==> src/rtl/mix_columns_serial_if.sv <==
// mix_columns_serial_if: input/output handshake bundle for mix_columns_serial.
// in_inv only exists when MIX_COLUMNS_INV_EN is defined.
interface mix_columns_serial_if;
  logic [127:0] in_data;
  logic         in_valid;
  logic         in_ready;
  logic         in_bypass;
`ifdef MIX_COLUMNS_INV_EN
  logic         in_inv;
`endif
  logic [127:0] out_data;
  logic         out_valid;
  logic         out_ready;
  modport slave (
`ifdef MIX_COLUMNS_INV_EN
    input  in_inv,
`endif
    input  in_data, in_valid, in_bypass, out_ready,
    output in_ready, out_data, out_valid
  );
  modport master (
`ifdef MIX_COLUMNS_INV_EN
    output in_inv,
`endif
    output in_data, in_valid, in_bypass, out_ready,
    input  in_ready, out_data, out_valid
  );
endinterface

==> src/rtl/mix_columns_serial.sv <==
// mix_columns_serial: AES MixColumns, one column per cycle, with final-round bypass.
// Define MIX_COLUMNS_INV_EN to add the in_inv port and InvMixColumns.
module mix_columns_serial (
  input logic clk,
  input logic reset,
  mix_columns_serial_if.slave io
);
  localparam logic [1:0] IDLE = 2'd0, BUSY = 2'd1, DONE = 2'd2;
  logic [1:0]   r_state, r_cnt;
  logic [127:0] r_data, r_out;
  logic [31:0]  w_col, w_mix;
  logic [6:0]   w_base;
`ifdef MIX_COLUMNS_INV_EN
  logic         r_inv;
`endif
  function automatic logic [7:0] xt(input logic [7:0] a);
    return {a[6:0], 1'b0} ^ (a[7] ? 8'h1b : 8'h00);
  endfunction
  function automatic logic [7:0] rf(input logic [7:0] p, q, r, s);
    return xt(p) ^ xt(q) ^ q ^ r ^ s;
  endfunction
  function automatic logic [31:0] col_fwd(input logic [31:0] c);
    return {rf(c[31:24], c[23:16], c[15:8], c[7:0]), rf(c[23:16], c[15:8], c[7:0], c[31:24]),
            rf(c[15:8], c[7:0], c[31:24], c[23:16]), rf(c[7:0], c[31:24], c[23:16], c[15:8])};
  endfunction
`ifdef MIX_COLUMNS_INV_EN
  // Multiply by a 4-bit constant as a sum of a, 2a, 4a, 8a.
  function automatic logic [7:0] gm(input logic [7:0] a, input logic [3:0] k);
    logic [7:0] x2, x4, x8;
    x2 = xt(a);
    x4 = xt(x2);
    x8 = xt(x4);
    return (k[0] ? a : 8'h0) ^ (k[1] ? x2 : 8'h0) ^ (k[2] ? x4 : 8'h0) ^ (k[3] ? x8 : 8'h0);
  endfunction
  function automatic logic [7:0] ri(input logic [7:0] p, q, r, s);
    return gm(p, 4'he) ^ gm(q, 4'hb) ^ gm(r, 4'hd) ^ gm(s, 4'h9);
  endfunction
  function automatic logic [31:0] col_inv(input logic [31:0] c);
    return {ri(c[31:24], c[23:16], c[15:8], c[7:0]), ri(c[23:16], c[15:8], c[7:0], c[31:24]),
            ri(c[15:8], c[7:0], c[31:24], c[23:16]), ri(c[7:0], c[31:24], c[23:16], c[15:8])};
  endfunction
`endif
  assign io.in_ready  = r_state == IDLE;
  assign io.out_valid = r_state == DONE;
  assign io.out_data  = r_out;
  // Column c sits at bit offset 32*(3-c), i.e. {~c, 5'b0}.
  assign w_base = {~r_cnt, 5'd0};
  always_comb begin
    w_col = r_data[w_base +: 32];
`ifdef MIX_COLUMNS_INV_EN
    w_mix = r_inv ? col_inv(w_col) : col_fwd(w_col);
`else
    w_mix = col_fwd(w_col);
`endif
  end
  always_ff @(posedge clk) begin
    if (reset) begin
      r_state <= IDLE;
      r_cnt   <= 2'd0;
      r_data  <= 128'h0;
      r_out   <= 128'h0;
`ifdef MIX_COLUMNS_INV_EN
      r_inv   <= 1'b0;
`endif
    end else begin
      case (r_state)
        IDLE: if (io.in_valid) begin
          r_data  <= io.in_data;
          r_cnt   <= 2'd0;
          r_state <= io.in_bypass ? DONE : BUSY;
          if (io.in_bypass) r_out <= io.in_data;
`ifdef MIX_COLUMNS_INV_EN
          r_inv   <= io.in_inv;
`endif
        end
        BUSY: begin
          r_out[w_base +: 32] <= w_mix;
          r_cnt <= r_cnt + 2'd1;
          if (r_cnt == 2'd3) r_state <= DONE;
        end
        DONE: if (io.out_ready) r_state <= IDLE;
        default: r_state <= IDLE;
      endcase
    end
  end
endmodule

==> src/flat_wrapper.sv <==
// flat-port wrapper written by rule: the top's interface ports become plain ports
module mix_columns_serial_flat 
  (clk, reset, io_in_data, io_in_valid, io_in_bypass, io_out_ready, io_in_ready, io_out_data, io_out_valid);
  mix_columns_serial_if io_i ();
  input logic clk;
  input logic reset;
  input wire logic [$bits(io_i.in_data)-1:0] io_in_data;
  input wire logic [$bits(io_i.in_valid)-1:0] io_in_valid;
  input wire logic [$bits(io_i.in_bypass)-1:0] io_in_bypass;
  input wire logic [$bits(io_i.out_ready)-1:0] io_out_ready;
  output wire logic [$bits(io_i.in_ready)-1:0] io_in_ready;
  output wire logic [$bits(io_i.out_data)-1:0] io_out_data;
  output wire logic [$bits(io_i.out_valid)-1:0] io_out_valid;
  assign io_i.in_data = io_in_data;
  assign io_i.in_valid = io_in_valid;
  assign io_i.in_bypass = io_in_bypass;
  assign io_i.out_ready = io_out_ready;
  assign io_in_ready = io_i.in_ready;
  assign io_out_data = io_i.out_data;
  assign io_out_valid = io_i.out_valid;
  mix_columns_serial u_core (.clk(clk), .reset(reset), .io(io_i));
endmodule
==> config.mk <==
export PLATFORM = sky130hd
export DESIGN_NAME = mix_columns_serial_flat
export DESIGN_NICKNAME = d
export VERILOG_FILES = /design/src/rtl/mix_columns_serial_if.sv /design/src/rtl/mix_columns_serial.sv /design/src/flat_wrapper.sv
export SDC_FILE = /design/constraint.sdc
export NUM_CORES = 1
export LEC_CHECK = 0
export BUFFER_PORTS_ARGS = -buffer_cell sky130_fd_sc_hd__clkbuf_2
export CORE_MARGIN = 5
export CORE_UTILIZATION = 60
export DETAILED_ROUTE_END_ITERATION = 6
export PLACE_DENSITY = 0.84
export SETUP_SLACK_MARGIN = 0.4
export SKIP_LAST_GASP = 1
export SYNTH_ARGS = -nofsm -noshare
export SYNTH_HDL_FRONTEND = slang
export SYNTH_SLANG_ARGS = --single-unit
==> constraint.sdc <==
create_clock -name clk -period 7.2 [get_ports clk]
set_clock_uncertainty 0.15 [all_clocks]
set_input_delay 1.08 -clock clk [delete_from_list [all_inputs] [get_ports clk]]
set_output_delay 1.08 -clock clk [all_outputs]
set_load 0.005 [all_outputs]
**Word-level counts from Yosys, hierarchy flattened**

Index checks and enable logic that the tools add are counted.

- Register bits after elaboration: 260
- Bits in latches: 0
- RAM bits: 0
- Memory bits (read-only): 0
- Output and inout port bits: 130
- Logic and storage cells: 58
- Memories: 0

- Add/sub/neg operators: 2
- Multiply operators: 0
- Div/mod/pow operators: 0
- Magnitude comparators: 0
- Equality and inequality tests: 7
- Shift-type cells: 3
- Muxes and demuxes: 15
- Bitwise logic cells: 21
- Reductions and logical operators: 6

Operator list:

| kind | number |
|---|---|
| 128-bit 2-to-1 mux | 2 |
| 128-bit case mux with 2 select lines | 1 |
| 8-bit XOR | 19 |
| 128-bit bitwise mux | 1 |
| 32-bit by 9-bit variable shift with 128-bit output, first input constant | 1 |
| 128-bit by 8-bit indexed part select with 32-bit output | 1 |
| 32-bit by 9-bit indexed part select with 128-bit output | 1 |
| 5-bit 2-to-1 mux | 4 |
| 2-bit 2-to-1 mux | 5 |
| 7-bit negator with 9-bit output | 1 |
| 8-bit by 5-bit XOR with 8-bit output | 1 |
| 2-bit != test, second input constant | 3 |
| 2-bit case mux with 3 select lines | 1 |
| 3-bit AND reduction | 2 |
| 2-bit equality test, second input constant | 2 |
| 2-bit case mux with 2 select lines | 1 |
| 2-bit AND reduction | 2 |
| 2-bit by 1-bit adder with 2-bit output, second input constant | 1 |
| 2-bit by 1-bit equality test with 1-bit output, second input constant | 1 |
| 2-bit zero test | 1 |
| 2-bit by 1-bit != test with 1-bit output, second input constant | 1 |
| 2-bit inverter | 1 |
| 2-bit nonzero test | 1 |

**Depth between registers and ports, before layout**

Gate-level depths: netlist (run 1).

- Depth after elaboration: 11
- Mapped depth: 11

**Least setup slack after synthesis (run 1)**

Ideal clock, no wire load.

- Kind: register -> register
- From: reg u_core.r_cnt[1]
- To: reg u_core.r_out[102], in the netlist u_core.io.out_data[102]
- Arrival: 2318 ps
- Data required time: 6971 ps
- Path slack: 4652 ps
- Stages on the path, launching flop included: 11
- Period minus slack after synthesis: 2548 ps
- Cell sequence: dfxtp_1 > buf_4 > buf_4 > buf_4 > inv_1 > ha_1 > nand2b_1 > nor4_1 > clkbuf_1 > a211oi_1 > a211oi_2

- Cells in the longest elaborated chain, start to end: 11
- Elaborated cells between the ends (all ways): 31

RTL lines:

| element | RTL line | source |
|---|---|---|
| start: declaration | mix_columns_serial.sv:9 | `logic [1:0] r_state, r_cnt;` |
| start signal: assignment | mix_columns_serial.sv:78 | `r_cnt <= r_cnt + 2'd1;` |
| 2-bit inverter * | mix_columns_serial.sv:47 | `assign w_base = {~r_cnt, 5'd0};` |
| 128-bit by 8-bit indexed part select with 32-bit output | mix_columns_serial.sv:49 | `w_col = r_data[w_base +: 32];` |
| 5-bit 2-to-1 mux | mix_columns_serial.sv:17 | `return {a[6:0], 1'b0} ^ (a[7] ? 8'h1b : 8'h00);` |
| 8-bit XOR or 8-bit by 5-bit XOR with 8-bit output (tied branches) | mix_columns_serial.sv:17 |  |
| 8-bit XOR (4 in series) | mix_columns_serial.sv:20 | `return xt(p) ^ xt(q) ^ q ^ r ^ s;` |
| 32-bit by 9-bit indexed part select with 128-bit output | mix_columns_serial.sv:77 | `r_out[w_base +: 32] <= w_mix;` |
| 128-bit bitwise mux * | mix_columns_serial.sv:77 |  |
| 128-bit case mux with 2 select lines * | mix_columns_serial.sv:66 | `case (r_state)` |
| end signal: assignment | mix_columns_serial.sv:71 | `if (io.in_bypass) r_out <= io.in_data;` |
| end signal: indexed assignment | mix_columns_serial.sv:77 |  |
| end: declaration | mix_columns_serial.sv:10 | `logic [127:0] r_data, r_out;` |

Every way passes the cells marked *; elsewhere a longest branch is shown, timed or not.
A chain may end at the register's enable or synchronous reset.

**Worst setup path after layout (run 1)**

- From: reg u_core.r_cnt[1]
- To: reg u_core.r_out[72], in the netlist u_core.io.out_data[72]

The elaborated chain is that of the path after synthesis.

==> flow_summary.toml, run 1 <==
[grt]
gr-total-overflow = 0
antenna_found_initial = 1
grt_pass1_vias = 12300
grt_start_max_net_pins = 258
groute.usage.overall_pct = 31.76
wire_length_of_the_first_global_routing_pass_mm = 66.43

[timing]
fin_crit_sh_pct = 50.48
hold_viol_final = 0
timing.final.max_slew_violations = 0
unrepaired_setup_endpoints_after_global_routing = "false"
report.final.setup_viol = 0
fin_crit_ps = 3634
max_freq_mhz = 275.1
totalNegativeSetupSlack_ps = 0
worst_slew_margin_rel_pct = 15.95
worstMarginPinSlew_ps = 1258

[cells_and_area]
filler_cell_count = 1647
layout-drive-gt1-share_pct = 23.80
finish.net_count = 1749
final_cell_mix = "263 x sky130_fd_sc_hd__nand2_1, 261 x sky130_fd_sc_hd__clkbuf_2, 259 x sky130_fd_sc_hd__a21oi_1, 259 x sky130_fd_sc_hd__dfxtp_1, 240 x sky130_fd_sc_hd__a211oi_1"
final_util_pct = 71.35
area_growth_pct = 16.81
layout.cells.most_common = "sky130_fd_sc_hd__nand2_1"

[logic_synthesis]
syn-cell-area_um2 = 13370
synth.yosys.seq_area_share_pct = 38.93
synthDistinctLibCells = 36
synth_top_area_share_pct = 38.93
postSynthCellCount = 1454
synth_area_leaders = "sky130_fd_sc_hd__dfxtp_1 39%, sky130_fd_sc_hd__a211oi_1 13%, sky130_fd_sc_hd__a21oi_1 9.8%"
synthesis.area_per_instance_um2 = 9.196
synth.yosys.warnings = 0
synth_area_leader_cell = "sky130_fd_sc_hd__dfxtp_1"
synth-seq-cells = 260
post_synthesis_net_count = 1591

[worst_setup_path]
worst_ep_required_time_ps = 7490
timing_endpoint_of_the_critical_path = "u_core.io.out_data[72]"
timing.critical_path.to_type = "flip-flop"
reg2reg_setup_slack_ps = 3570
critical_path.slowest_cell = "sky130_fd_sc_hd__nor3_2"
cpPeakStageDelay_ps = 770
worst_ep_arrival_time_ps = 3920
crit_chain = "buf_4 -> inv_1 -> ha_1 -> nand3_1 -> nor3_2 -> buf_4 -> a211oi_1 -> a211oi_1"
critical_path_buf_inv_count = 3
crit-reg2reg-launch = "u_core.r_cnt[1]"
crit-reg2reg-capture = "u_core.io.out_data[72]"
crit_fanout = 25
worst-setup-path-type = "flip-flop to flip-flop"
crit_path_start = "u_core.r_cnt[1]"
crit_cells = 8
rr_worst_depth = 8
cp_top_family = "buffers and inverters"
cp-start-kind = "flip-flop"

[clock_tree]
clock_tree.htree_level_count = 1
cts_hold_buffers = 0
post_cts_buffers = 0
tritoncts = "yes"
cts.reportedPaths.clkPinSlew_ps = 60
clock_sink_count = 260
ctsLongestPathBuffers = 3
cts.root.buffer_cell = "sky130_fd_sc_hd__clkbuf_16"
worstSkewPairLatency_ps = 530
cts_inserted_buffers = 26
post_cts.resized_instances = 0

[status]
outcome = "completed"

[floorplanning]
pin_count = 263
rows = 54
die_area_um2 = 25370
die_h_um = 159.3
die_x_um = 159.3
core_region_area_um2 = 21890
initial_core_util_pct = 61.08

[detailed_routing]
drt-wirelength-per-cell_um = 22.46
final_antenna_net_count = 0
first_iter_violations = 1374
via_count = 12600
drc_errors = 0
totalWireLength_mm = 42.92
avgViaCountPerCell = 6.592
drt_first_pass_iters = 5

[placed_design]
detailedPlacementHpwl_mm = 28.58
io_buffers = 262
place_congestion = 0.9030

[pwr]
powerDensity_nw_per_um2 = 267.2
p_leak_nw = 6.575
worst_ir_drop_vdd_mv = 0.1562

[min_path]
tightest_hold_check_type = "flip-flop to flip-flop"

[flow_run]
maxCapViolations = 0
==> report_power, final <==
part	leakage, nW	switching [W]	internal (W)
clock network	0.465	0.000577	0.000928
logic	3.97	0.000632	0.000399
registers	2.14	0.0000766	0.00156
total	6.57	0.00129	0.00289
==> worst reg2reg max path, stage by stage, from the launching register on <==
cell and delay [ps]:
sky130_fd_sc_hd__dfxtp_1 660, sky130_fd_sc_hd__buf_4 450, sky130_fd_sc_hd__inv_1 120, sky130_fd_sc_hd__ha_1 400, sky130_fd_sc_hd__nand3_1 120, sky130_fd_sc_hd__nor3_2 770, sky130_fd_sc_hd__buf_4 460, sky130_fd_sc_hd__a211oi_1 110
sky130_fd_sc_hd__a211oi_1 300
==> through the flow <==
step	instances	setup slack [ps]	power, W	hold slack, ps	instance area (um2)
floorplan	1454	4652	0.002289	281.5	13370
global placement	1864	3815	0.002648	288.9	14680
detailed placement	1864	3668	0.002666	295.2	14680
CTS	1910	3586	0.004152	303.5	15620
global route	1911	3390	0.004299	320.9	15620
finish	1911	3566	0.004174	303.1	15620
==> sequential cells by signal, indices dropped and copies added, names as in the netlist <==
name / count
u_core.io.out_data: 128
u_core.r_state: 2
u_core.r_cnt: 2
u_core.r_data: 128
==> cells by family after synthesis <==
kind of cell             count (synthesis)  share of synthesized area [%]
flip-flops                             260                          38.93
AO/OA/AOI/OAI                          652                          32.29
XOR/XNOR                                73                          9.984
multiplexers                            32                          5.614
buffers and inverters                  152                          4.688
adder cells (fa/ha/maj)                  4                         0.3743
AND/OR/NAND/NOR                        281                          8.122
==> Yosys cell counts, drive strengths merged <==
master / number
clkbuf: 139
nand2b: 3
nand2: 264
a21o: 4
nor2b: 2
mux4: 32
ha: 4
xnor3: 39
dfxtp: 260
a21oi: 263
a211oi: 256
nor4: 2
buf: 11
nor3: 3
nand3: 2
xor2: 18
xnor2: 12
o21bai: 128
nor2: 3
xor3: 4
o22a: 1
nand3b: 1
inv: 2
nor3b: 1
==> routing by layer <==
| metal | GRT usage, % | routed length (um) | part of all wire (%) | up-vias |
|---|---|---|---|---|
| li1 | - | - | - | 5691 |
| met1 | 41.05 | 16740 | 39 | 6036 |
| met2 | 52.94 | 20700 | 48 | 735 |
| met3 | 5.773 | 3908 | 9.1 | 136 |
| met4 | 12.76 | 1580 | 3.7 | 0 |
| met5 | 0 | 0 | 0 | - |
==> area by class of cell <==
cell class / count / area (um2) / area share (%)
Tap cell: 280 / 350.3 / 2.243
Antenna cell: 1 / 2.502 / 0.01602
Multi-Input combinational cell: 1042 / 7647 / 48.96
Clock inverter: 11 / 205.2 / 1.314
Clock buffer: 35 / 735.7 / 4.710
Inverter: 2 / 7.507 / 0.04806
Timing Repair Buffer: 280 / 1465 / 9.380
Sequential cell: 260 / 5206 / 33.33
==> how the worst min path moves through the flow <==
stage,startpoint,endpoint,slack [ps],cells after the start
after floorplan,u_core.r_data[65],u_core.r_data[65],280,2
after global placement,u_core.r_data[45],u_core.r_data[45],290,2
after detailed placement,u_core.r_data[97],u_core.r_data[97],300,2
after CTS,u_core.r_data[97],u_core.r_data[97],300,2
after global routing,u_core.r_data[93],u_core.r_data[93],320,2
final,u_core.r_data[32],u_core.r_data[32],300,2
Power figures use the tool's default switching activity.
==> run 2, diff against run 1 <==
Settings changed: CORE_UTILIZATION 60 to 56, PLACE_DENSITY 0.84 to 0.79.
Clock period 7.2 ns to 3.7 ns, I/O delays scaled along.
==> run 2 against run 1 <==
Net effect:
- clock power is 77% higher
- critical path type unchanged
- register-to-register slack worse by 2900 ps
- die area is 6.7% higher
- critical path depth is 3 lower
- sequential share of layout area is 0.49 points lower
- first-iteration DRC count is 15% higher
- setup slack worse by 2900 ps
- via count is 1.2% higher
- flip-flop and latch count stayed put
- utilization is 3.8 points lower
- combinational power is 100% higher
==> flow_summary.toml, run 2 (synthesis gave the netlist of run 1 again) <==
[worst_setup_path]
cp-start-kind = "flip-flop"
reg2reg_setup_slack_ps = 670
cp_top_family = "XOR/XNOR gates"
worst_ep_arrival_time_ps = 3310
rr_worst_depth = 5
crit-reg2reg-launch = "u_core.r_cnt[0]"
crit_fanout = 16
worst-setup-path-type = "flip-flop to flip-flop"
critical_path.slowest_cell = "sky130_fd_sc_hd__mux4_1"
crit-reg2reg-capture = "u_core.io.out_data[20]"
crit_chain = "buf_12 -> mux4_1 -> xor2_1 -> xnor3_1 -> a211oi_1"
crit_cells = 5
critical_path_buf_inv_count = 1
timing.critical_path.to_type = "flip-flop"
worst_ep_required_time_ps = 3980
cpPeakStageDelay_ps = 760

[clock_tree]
cts_inserted_buffers = 27
post_cts.resized_instances = 0
cts.root.buffer_cell = "sky130_fd_sc_hd__clkbuf_16"
clock_sink_count = 260
worstSkewPairLatency_ps = 540
tritoncts = "yes"
cts.reportedPaths.clkPinSlew_ps = 60
post_cts_buffers = 0
cts_hold_buffers = 0
ctsLongestPathBuffers = 3
clock_tree.htree_level_count = 1

[pwr]
worst_ir_drop_vdd_mv = 0.2791
p_leak_nw = 6.700
powerDensity_nw_per_um2 = 499.8

[placed_design]
pre_cts_ws_ps = 543.4
placed_area_um2 = 15000
place_congestion = 0.9031
io_buffers = 262
detailedPlacementHpwl_mm = 30.47

[cells_and_area]
finish.net_count = 1774
layout-drive-gt1-share_pct = 24.89
area_growth_pct = 18.63
final_cell_mix = "263 x sky130_fd_sc_hd__nand2_1, 261 x sky130_fd_sc_hd__clkbuf_2, 259 x sky130_fd_sc_hd__a21oi_1"
layout.cells.most_common = "sky130_fd_sc_hd__nand2_1"
final_design_area_no_fill_um2 = 15860
final_util_pct = 67.58

[detailed_routing]
totalWireLength_mm = 44.99
routed-wl-met2_mm = 20.93
met3_wirelength_mm = 4.839
drc_errors = 0
drt-wirelength-per-cell_um = 22.78
via_count = 12750
dr.max_layer_used = "met5"
first_iter_violations = 1584
drt_first_pass_iters = 6
avgViaCountPerCell = 6.457
m1WireLength_mm = 17.41
final_antenna_net_count = 0

[timing]
unrepaired_setup_endpoints_after_global_routing = "false"
report.final.setup_viol = 0
totalNegativeSetupSlack_ps = 0
fin_crit_sh_pct = 81.80
worstMarginPinSlew_ps = 878.6
timing.final.max_slew_violations = 0
fin_crit_ps = 3026
hold_viol_final = 0
worst_slew_margin_rel_pct = 41.42
max_freq_mhz = 330.4
setup_ws_ps = 673.6
final.hold.worst_slack_ps = 114.0

[floorplanning]
core_region_area_um2 = 23470
die_area_um2 = 27070
die_h_um = 164.5
die_x_um = 164.5
initial_core_util_pct = 56.97
rows = 56
pin_count = 263

[min_path]
hold_depth = 3
tightest_hold_check_type = "primary input to flip-flop"
launch_point_of_the_worst_hold_path = "io_in_data[97]"
min_delay_worst_endpoint = "u_core.r_data[97]"

[grt]
wire_length_of_the_first_global_routing_pass_mm = 67.90
gr-total-overflow = 0
antenna_found_initial = 1
groute.usage.overall_pct = 31.87
grt_start_max_net_pins = 129
grt_pass1_vias = 12330

[flow_run]
maxCapViolations = 0

[status]
outcome = "completed"
==> run 2: changes by cell type in the layout (fill, tap and decap cells not counted), sizes merged <==
| cell | previous run | this run |
|---|---|---|
| buf | 19 | 43 |
| bufinv | 6 | 1 |
| clkbuf | 296 | 302 |
==> run 2: per-layer routing <==
metal / track usage, % / vias up
met5: 0 / -
met4: 12.33 / 2
met3: 7.537 / 132
met2: 51.29 / 799
met1: 41.82 / 6078
li1: - / 5742
==> run 2: final cells by class <==
| type | count | area, um2 |
|---|---|---|
| Inverter | 2 | 7.507 |
| Sequential cell | 260 | 5210 |
| Clock buffer | 41 | 798.3 |
| Tap cell | 319 | 399.1 |
| Clock inverter | 6 | 55.05 |
| Timing Repair Buffer | 304 | 1758 |
| Fill cell | 1877 | 7610 |
| Antenna cell | 1 | 2.502 |
| Multi-Input combinational cell | 1042 | 7632 |
==> run 2: how the worst max path moves through the flow <==
stage,start,to,slack (ps)
finish,u_core.r_cnt[0],u_core.io.out_data[20],670
global route,u_core.r_cnt[1],u_core.io.out_data[2],560
CTS,u_core.r_cnt[0],u_core.io.out_data[31],500
detailed placement,u_core.r_cnt[0],u_core.io.out_data[105],540
global placement,u_core.r_cnt[0],u_core.io.out_data[31],660
floorplan,u_core.r_cnt[1],u_core.io.out_data[102],1150
==> run 2: worst register-to-register path, cell delays in order (launching register included) <==
cell	delay, ps
sky130_fd_sc_hd__dfxtp_4	560
sky130_fd_sc_hd__buf_12	220
sky130_fd_sc_hd__mux4_1	760
sky130_fd_sc_hd__xor2_1	380
sky130_fd_sc_hd__xnor3_1	580
sky130_fd_sc_hd__a211oi_1	260
==> run 2: power breakdown <==
group | internal (W) | switching [W]
Combinational | 0.000828 | 0.00123
Clock | 0.00154 | 0.00113
Sequential | 0.00304 | 0.000159
==> run 2: metrics by stage <==
step	power [W]	std cells
global route	0.008182	1974
global placement	0.005222	1927
CTS	0.007887	1974
floorplan	0.004455	1454
detailed placement	0.005259	1927
finish	0.007928	1975
